[config.mk]
export PLATFORM = sky130hd
export DESIGN_NAME = regfile_wb_arbiter
export DESIGN_NICKNAME = d
export VERILOG_FILES = /design/src/rtl/regfile_wb_arbiter.sv
export SDC_FILE = /design/constraint.sdc
export NUM_CORES = 1
export LEC_CHECK = 0
export ABC_AREA = 0
export CAP_MARGIN = 0
export CORE_MARGIN = 2
export CORE_UTILIZATION = 40
export DETAILED_ROUTE_END_ITERATION = 10
export DONT_BUFFER_PORTS = 1
export SLEW_MARGIN = 25
export SYNTH_ARGS = -nofsm -noshare
export SYNTH_HDL_FRONTEND = slang
export SYNTH_SLANG_ARGS = --single-unit
[constraint.sdc]
create_clock -name clk -period 2 [get_ports clk]
set_input_delay 0.4 -clock clk [delete_from_list [all_inputs] [get_ports clk]]
set_output_delay 0.4 -clock clk [all_outputs]
set_load 0.02 [all_outputs]
[src/rtl/regfile_wb_arbiter.sv]
`default_nettype none
// ============================================================================
// Module      : regfile_wb_arbiter
// Description : Round-robin arbiter that shares one register-file write port
//               between two writeback requesters (req0 = ALU, req1 = load/IO).
//               The winning write is registered for one cycle before it
//               drives the register file. A per-register busy scoreboard lets
//               issue logic stall on pending destination registers.
// Ports       : clk, rst_n                     clock, async active-low reset
//               req0_valid/addr/data, req0_ready  requester 0 handshake
//               req1_valid/addr/data, req1_ready  requester 1 handshake
//               rsv_valid/addr, rsv_ready      destination reservation
//               rf_we/rf_waddr/rf_wdata        register-file write port
//               busy                           scoreboard, 1 bit per register
// Revision    : 1.0 - initial release
// ============================================================================
module regfile_wb_arbiter #(
    parameter int DATA_W   = 19,
    parameter int ADDR_W   = 3,
    parameter int NUM_REGS = 8
) (
    input  logic                clk,
    input  logic                rst_n,
    input  logic                req0_valid,
    input  logic [ADDR_W-1:0]   req0_addr,
    input  logic [DATA_W-1:0]   req0_data,
    output logic                req0_ready,
    input  logic                req1_valid,
    input  logic [ADDR_W-1:0]   req1_addr,
    input  logic [DATA_W-1:0]   req1_data,
    output logic                req1_ready,
    input  logic                rsv_valid,
    input  logic [ADDR_W-1:0]   rsv_addr,
    output logic                rsv_ready,
    output logic                rf_we,
    output logic [ADDR_W-1:0]   rf_waddr,
    output logic [DATA_W-1:0]   rf_wdata,
    output logic [NUM_REGS-1:0] busy
);

    // Index of the requester that won most recently (1 = req1).
    logic                rr_last_q, rr_last_d;
    logic                rf_we_q, rf_we_d;
    logic [ADDR_W-1:0]   rf_waddr_q, rf_waddr_d;
    logic [DATA_W-1:0]   rf_wdata_q, rf_wdata_d;
    logic [NUM_REGS-1:0] busy_q, busy_d;

    logic                w_grant0;
    logic                w_grant1;
    logic                w_rsv_ok;
    logic [NUM_REGS-1:0] w_set_mask;
    logic [NUM_REGS-1:0] w_clr_mask;

    // Grants. While reset is asserted nothing can be accepted, since the
    // output stage is held clear and an accepted write would be lost.
    always_comb begin
        w_grant0 = rst_n && req0_valid && (!req1_valid || rr_last_q);
        w_grant1 = rst_n && req1_valid && (!req0_valid || !rr_last_q);
    end

    assign req0_ready = w_grant0;
    assign req1_ready = w_grant1;

    // A register whose write is on rf_we this cycle still reads busy, so a
    // reservation against it is refused and set/clear never collide on the
    // same bit.
    assign w_rsv_ok  = ~busy_q[rsv_addr];
    assign rsv_ready = w_rsv_ok;

    always_comb begin
        w_set_mask = '0;
        w_clr_mask = '0;
        if (rsv_valid && w_rsv_ok) begin
            w_set_mask[rsv_addr] = 1'b1;
        end
        if (rf_we_q) begin
            w_clr_mask[rf_waddr_q] = 1'b1;
        end
        // Set takes precedence: a write to a non-busy register must not
        // erase a reservation taken for a newer result in the same cycle.
        busy_d = (busy_q & ~w_clr_mask) | w_set_mask;
    end

    // Output stage next-state: address/data hold when idle, only rf_we drops.
    always_comb begin
        rr_last_d  = rr_last_q;
        rf_we_d    = 1'b0;
        rf_waddr_d = rf_waddr_q;
        rf_wdata_d = rf_wdata_q;
        if (w_grant0) begin
            rr_last_d  = 1'b0;
            rf_we_d    = 1'b1;
            rf_waddr_d = req0_addr;
            rf_wdata_d = req0_data;
        end else if (w_grant1) begin
            rr_last_d  = 1'b1;
            rf_we_d    = 1'b1;
            rf_waddr_d = req1_addr;
            rf_wdata_d = req1_data;
        end
    end

    always_ff @(posedge clk or negedge rst_n) begin
        if (!rst_n) begin
            rr_last_q  <= 1'b1;
            rf_we_q    <= 1'b0;
            rf_waddr_q <= '0;
            rf_wdata_q <= '0;
            busy_q     <= '0;
        end else begin
            rr_last_q  <= rr_last_d;
            rf_we_q    <= rf_we_d;
            rf_waddr_q <= rf_waddr_d;
            rf_wdata_q <= rf_wdata_d;
            busy_q     <= busy_d;
        end
    end

    assign rf_we    = rf_we_q;
    assign rf_waddr = rf_waddr_q;
    assign rf_wdata = rf_wdata_q;
    assign busy     = busy_q;

endmodule
`default_nettype wire

# Word-level counts from Yosys, hierarchy flattened
# Index checks and enable logic that the tools add are counted.
[totals]
reg_bits = 32
[op_classes]
bitwise_logic = 4
muxes = 16
order_cmp = 4
reduce_logical = 13
[op_table]
columns = ["op", "n"]
rows = [
  ["two-way mux 19 bit", 2],
  ["two-way mux 8 bit", 2],
  ["AND 8 bit", 1],
  ["less-than comparator 3 x 4 -> 1 bit (second input constant)", 2],
  ["inverter 8 bit", 1],
  ["bitwise OR 8 bit", 1],
  ["logical AND 1 bit", 7],
  ["two-way mux 1 bit", 7],
  ["demux 1 bit (select 3 bit)", 2],
  [">= comparator 3 x 1 -> 1 bit (second input constant)", 2],
  ["two-way mux 3 bit", 2],
  ["binary-select mux 1 bit (select 3 bit)", 1],
  ["zero test 1 bit", 3],
  ["logical OR 1 bit", 2],
  ["nonzero test 2 bit", 1],
  ["inverter 1 bit", 1],
]

# Depth between registers and ports, before layout
# Gate-level depths: netlist (run 1).
[logic_depth]
word_depth = 8
depth_mapped = 5
ltp_nobuf = 3

# Least setup slack after synthesis (run 1)
# No wires, ideal clock.
[synth_path]
kind = "input to output"
startpoint = "input port rsv_addr[1]"
endpoint = "output port rsv_ready"
cell_stages = 4
setup_slack_ps = 291
t_arrival_ps = 1309
path_buffers = 1
path_cell_list = "buf_6 -> mux4_2 -> nand2b_1 -> nand3_1"
[synth_between]
elab_chain_cells = 3
[synth_lines]
columns = ["element", "line", "rtl"]
rows = [
  ["start, declared", "33", "input logic [ADDR_W-1:0] rsv_addr,"],
  ["binary-select mux 1 bit (select 3 bit)", "67", "assign w_rsv_ok = ~busy_q[rsv_addr];"],
  ["two-way mux 1 bit (implied by the code)", "67", ""],
  ["inverter 1 bit", "67", ""],
  ["end, declared", "34", "output logic rsv_ready,"],
]
# No other way between the ends. The select of a mux whose other input is x is not followed.

# Worst setup path in the final report (run 1)
[layout_path]
startpoint = "register busy_q[7] (netlist: busy[7])"
endpoint = "output port rsv_ready"
[layout_between]
elab_chain_cells = 3
[layout_lines]
columns = ["element", "line", "rtl"]
rows = [
  ["start, declared", "46", "logic [NUM_REGS-1:0] busy_q, busy_d;"],
  ["start signal, assigned", "115", "busy_q <= busy_d;"],
  ["binary-select mux 1 bit (select 3 bit)", "67", ""],
  ["two-way mux 1 bit (implied by the code)", "67", ""],
  ["inverter 1 bit", "67", ""],
]
# No other way between the ends. The select of a mux whose other input is x is not followed.

==> out/metrics.yaml, run 1 <==
run_status:
  status: "completed"
timing:
  max_slew.worst_pin.slew_ns: 0.458
  rsz0062_at_grt: "no"
  setup-violations-final: 0
  hold_viol: 0
  max_freq_mhz: 524
  fin_ws_ns: 0.0908
  clock_skew_ns: 0.00339
  setup_tns_ns: 0
  final_max_slew_viol_count: 0
  finalCriticalPeriod_ns: 1.91
  post-route-period-util: 0.955
  relSlewSlack: 0.695
floorplan:
  die-area_um2: 4520
  initial_core_util: 0.427
  pin_count: 86
  dieWidth_um: 67.3
  core_area_um2: 3740
  die_h_um: 67.3
  rows: 22
power_and_ir_drop:
  leakage_uw: 0.000654
  ir_drop_uv: 610
  p_sw_uw: 728
  switching_share: 0.381
  p_int_uw: 1190
  clkPwrFrac: 0.234
  power_frac_seq: 0.586
  powerDensity_nw_per_um2: 1100
  power_frac_comb: 0.180
flow_run:
  maxCapViolations: 0
worst_hold_path:
  hp-start: "rst_n"
  min_path_type: "input pin to flip-flop"
yosys:
  yosysSeqAreaShare: 0.501
  synthCells: 183
  ys_types: 23
  yosys_warnings: 0
  postSynthNetCount: 235
  netlist_area_um2: 1600
  syn_area_per_cell_um2: 8.74
  ys_ff_latch: 32
grt:
  grt-ovfl-total: 0
  grt_pass1_wl_mm: 6.34
  grt_usage: 0.193
  grt_max_degree: 46
  antenna_found_initial: 0
  grt_pass1_vias: 1407
routing:
  vias: 1390
  wl_mm: 4.07
  ant_nets: 0
  drt_iter0_markers: 80
  first_pass_iters: 4
  wl_per_cell_um: 17.6
  via_per_inst: 6.02
  drc: 0
critical_path:
  arrival_ns: 1.51
  critPathLaunch: "busy[7]$_DFF_PN0_"
  start_kind: "flip-flop"
  timing.rr.start: "rr_last_q$_DFFE_PN1P_"
  critPathKind: "flip-flop to primary output"
  worstPathRequired_ns: 1.60
  end_kind: "primary output"
  crit_path_max_fanout: 4
clock_tree:
  clkTransAtPathRegs_ns: 0.06
  cts_made_buffers: 5
  h-tree-depth: 2
  cts_root_buffer: "clkbuf_8"
  max-clock-path-buffers: 2
  clock-sinks: 32
  clkLatencyLatePin_ns: 0.27
  cts_tree: "yes"
place:
  routabilityCongestion: 0.700
  dp_hpwl_mm: 2.88
  portBuffers: 0
  dp_slack_ns: 0.286
cells_and_area:
  drive_above_1_share: 0.104
  final_common_cell: "o21ai_0"
  antenna_cells: 0
  nets: 235
  area_growth_pct: 8.99
  most-common-layout-cells: "29 x o21ai_0, 27 x dfrtp_1, 26 x nor2_1"
  fill_cells: 373
-- stage by stage --
| step | area [um2] | power, uW | utilization | cells | hold slack [ns] |
|---|---|---|---|---|---|
| CTS | 1740 | 1930 | 0.465 | 231 | 0.252 |
| global placement | 1630 | 1430 | 0.434 | 222 | 0.105 |
| floorplan | 1600 | 1360 | - | 183 | 0.104 |
| detailed placement | 1630 | 1450 | 0.434 | 222 | 0.105 |
| global route | 1740 | 2050 | 0.466 | 231 | 0.254 |
| finish | 1740 | 1910 | 0.466 | 231 | 0.263 |
-- sequential cells by signal (all words and copies together) (netlist names) --
name / count
rf_wdata: 19
busy: 8
rf_waddr: 3
rf_we: 1
rr_last_q: 1
-- synthesized netlist by cell type --
cell,number,area share
inv_1,1,0.0023
buf_6,1,0.0070
nand4_1,1,0.0039
mux2i_1,2,0.013
nand2_1,9,0.021
mux4_2,1,0.014
nand3_1,23,0.072
and2b_1,2,0.0094
buf_2,8,0.025
o31ai_1,2,0.0094
a31oi_1,25,0.098
o21a_1,1,0.0047
nor3b_1,2,0.0094
dfrtp_1,31,0.48
clkbuf_1,4,0.0094
clkbuf_2,1,0.0031
and2_0,1,0.0039
o21ai_0,29,0.091
nor2_1,26,0.061
a21oi_1,6,0.019
dfstp_2,1,0.016
nor2b_1,2,0.0078
nand2b_1,4,0.016
-- final cells by class --
class	count	area (um2)	area share
multi-input combinational	136	728	0.418
sequential	32	807	0.463
inverter	1	3.75	0.00215
timing repair buffer	7	67.6	0.0387
clock inverter	1	5.00	0.00287
tap	48	60.1	0.0344
clock buffer	6	72.6	0.0416
-- path summary, 6_finish.rpt --
| kind | slack [ns] | to | cells after the start |
|---|---|---|---|
| min | 0.26 | rr_last_q$_DFFE_PN1P_ | 2 |
| max | 0.09 | rsv_ready | 3 |
| min reg2reg | 0.50 | rr_last_q$_DFFE_PN1P_ | 2 |
| max in group asynchronous | 1.19 | rr_last_q$_DFFE_PN1P_ | 2 |
| max reg2reg | 0.52 | rf_wdata[7]$_DFFE_PN0P_ | 4 |
| min in group asynchronous | 0.56 | busy[7]$_DFF_PN0_ | 2 |
-- kinds of logic after synthesis --
logic type             Yosys count  synth area share
AND/OR/NAND/NOR                 70             0.204
AO/OA/AOI/OAI                   63             0.221
flip-flops                      32             0.501
buffers and inverters           15            0.0469
multiplexers                     3            0.0266
-- power by group through the flow --
stage	sequential, uW	clock (uW)	combinational [uW]
floorplan	1080	0	277
detailed placement	1130	0	325
global route	1150	500	400
global placement	1120	0	312
CTS	1120	468	348
finish	1120	448	345
-- repair_timing --
item	in CTS	in global routing
hold buffers	2	0
resized for setup	2	3
gates cloned	0	0
setup buffers	0	0
setup endpoints to repair	1	1
hold endpoints to repair	32	0
-- critical path, stage by stage, from the launching register on --
cell and delay [ns]:
dfrtp_2 0.46, mux4_2 0.48, nand2b_1 0.17, nand3_2 0.13
-- metal layers --
| metal | vias up | GRT usage | routed length, um |
|---|---|---|---|
| met5 | - | 0 | 0 |
| met4 | 0 | 0.0867 | 44 |
| met3 | 6 | 0.0733 | 377 |
| met2 | 75 | 0.325 | 2040 |
| met1 | 649 | 0.217 | 1610 |
| li1 | 660 | - | - |
(Power assumes the default switching activity.)
==> run 2, diff against run 1 <==
==> constraint.sdc (replaced) <==
create_clock -name clk -period 2 [get_ports clk]
set_input_delay 0.4 -clock clk [delete_from_list [all_inputs] [get_ports clk]]
set_output_delay 0.4 -clock clk [all_outputs]
set_load 0.01 [all_outputs]
==> run 2 against run 1 <==
Total power decreased by 5.6%. Register-to-register slack worse by 0.05 ns. Largest cell class unchanged. Critical path type unchanged. First-iteration DRC count is 43% lower. Clock power up 3%. Cell area shrank 0.57%. Global-route usage increased by 1.3 points. Die area stayed put. Flip-flop and latch count unchanged.
==> out/metrics.yaml, run 2 (same netlist as run 1, synthesis figures left out) <==
floorplan:
  core_area_um2: 3740  # unchanged
  pin_count: 86  # unchanged
  initial_core_util: 0.427  # unchanged
  die_h_um: 67.3  # unchanged
  die-area_um2: 4520  # unchanged
  rows: 22  # unchanged
  dieWidth_um: 67.3  # unchanged
power_and_ir_drop:
  ir_drop_uv: 530  # was 610 uV
  leakage_uw: 0.000654  # about the same
  totalPowerFinal_uw: 1810  # was 1910 uW
  powerDensity_nw_per_um2: 1040  # was 1100 nW/um2
clock_tree:
  cts_tree: "yes"  # unchanged
  clkTransAtPathRegs_ns: 0.06  # about the same
  clock-sinks: 32  # unchanged
  cts_root_buffer: "clkbuf_8"  # unchanged
  h-tree-depth: 2  # unchanged
  clkLatencyLatePin_ns: 0.28  # was 0.27 ns
  max-clock-path-buffers: 2  # unchanged
  cts_resized: 0  # was 2
  cts_hold_buf: 2  # unchanged
  cts_setup_buffers: 0  # unchanged
  cts_made_buffers: 5  # unchanged
routing:
  wl_per_cell_um: 18.4  # was 17.6 um
  drt_iter0_markers: 46  # was 80
  vias: 1450  # was 1390
  drc: 0  # unchanged
  via_per_inst: 6.28  # was 6.02
  first_pass_iters: 6  # was 4
  wl_mm: 4.26  # was 4.07 mm
  ant_nets: 0  # unchanged
place:
  portBuffers: 0  # unchanged
  routabilityCongestion: 0.683  # was 0.700
  dp_slack_ns: 0.428  # was 0.286 ns
  dp_hpwl_mm: 2.95  # was 2.88 mm
timing:
  rsz0062_at_grt: "no"  # unchanged
  finalCriticalPeriod_ns: 1.87  # was 1.91 ns
  setup-violations-final: 0  # unchanged
  relSlewSlack: 0.693  # was 0.695
  fin_ws_ns: 0.129  # was 0.0908 ns
  post-route-period-util: 0.936  # was 0.955
  hold_viol: 0  # unchanged
  final_max_slew_viol_count: 0  # unchanged
  max_freq_mhz: 534  # was 524 MHz
  setup_tns_ns: 0  # unchanged
  clock_skew_ns: 0.00272  # was 0.00339 ns
  max_slew.worst_pin.slew_ns: 0.460  # was 0.458 ns
grt:
  antenna_found_initial: 0  # unchanged
  grt-ovfl-total: 0  # unchanged
  grt_pass1_wl_mm: 6.92  # was 6.34 mm
  grt_pass1_vias: 1461  # was 1407
  grt_usage: 0.207  # was 0.193
  grt_max_degree: 46  # unchanged
critical_path:
  worstPathRequired_ns: 1.60  # about the same
  crit_path_max_fanout: 4  # unchanged
  start_kind: "flip-flop"  # unchanged
  critPathKind: "flip-flop to primary output"  # unchanged
  end_kind: "primary output"  # unchanged
  arrival_ns: 1.47  # was 1.51 ns
flow_run:
  maxCapViolations: 0  # unchanged
worst_hold_path:
  min_path_type: "input pin to flip-flop"  # unchanged
cells_and_area:
  antenna_cells: 0  # unchanged
  largest_register_ff_count: 19  # unchanged
  fill_cells: 379  # was 373
  final_common_cell: "dfrtp_1"  # was o21ai_0
  drive_above_1_share: 0.0765  # was 0.104
  most-common-layout-cells: "31 x dfrtp_1, 29 x o21ai_0, 26 x nor2_1"  # was 29 x o21ai_0, 27 x dfrtp_1, 26 x nor2_1
  area_growth_pct: 8.37  # was 8.99%
  nets: 235  # unchanged
run_status:
  status: "completed"  # unchanged
-- run 2: power breakdown --
group          total [uW]  internal, uW  switching [uW]
registers            1010           794             214
clock network         461           236             225
logic                 337           147             191
total                1810          1180             630
-- run 2: critical path, stage by stage, from the launching register on --
cell	delay, ns
dfrtp_1	0.45
mux4_2	0.47
nand2b_1	0.16
nand3_1	0.13
-- run 2: path summary, 6_finish.rpt --
kind                                            endpoint  cells after the start                   from  slack (ns)
min in group asynchronous       rf_wdata[10]$_DFFE_PN0P_                      2                  rst_n        0.59
max in group asynchronous          rr_last_q$_DFFE_PN1P_                      2                  rst_n        1.17
worst min register to register     rr_last_q$_DFFE_PN1P_                      2  rr_last_q$_DFFE_PN1P_        0.50
worst min-delay path               rr_last_q$_DFFE_PN1P_                      2                  rst_n        0.26
worst max-delay path                           rsv_ready                      3      busy[5]$_DFF_PN0_        0.13
worst max register to register   rf_wdata[8]$_DFFE_PN0P_                      4  rr_last_q$_DFFE_PN1P_        0.47
-- run 2: through the flow --
step / utilization / hold slack, ns / instance area (um2) / instances
floorplan: - / 0.104 / 1600 / 183
global placement: 0.434 / 0.105 / 1630 / 222
detailed placement: 0.434 / 0.105 / 1630 / 222
CTS: 0.463 / 0.251 / 1730 / 231
global route: 0.463 / 0.266 / 1730 / 231
finish: 0.463 / 0.257 / 1730 / 231
-- run 2: per-layer routing --
layer | wire length (um) | GRT usage
met3 | 414 | 0.0700
met5 | 0 | 0
met4 | 85 | 0.0765
met2 | 2070 | 0.342
met1 | 1690 | 0.250
-- run 2: layout make-up --
type	instances	area, um2	area share
timing repair buffer	7	67.6	0.0390
clock inverter	1	5.00	0.00289
multi-input combinational	136	723	0.417
sequential	32	802	0.462
tap	48	60.1	0.0346
clock buffer	6	72.6	0.0418
inverter	1	3.75	0.00216
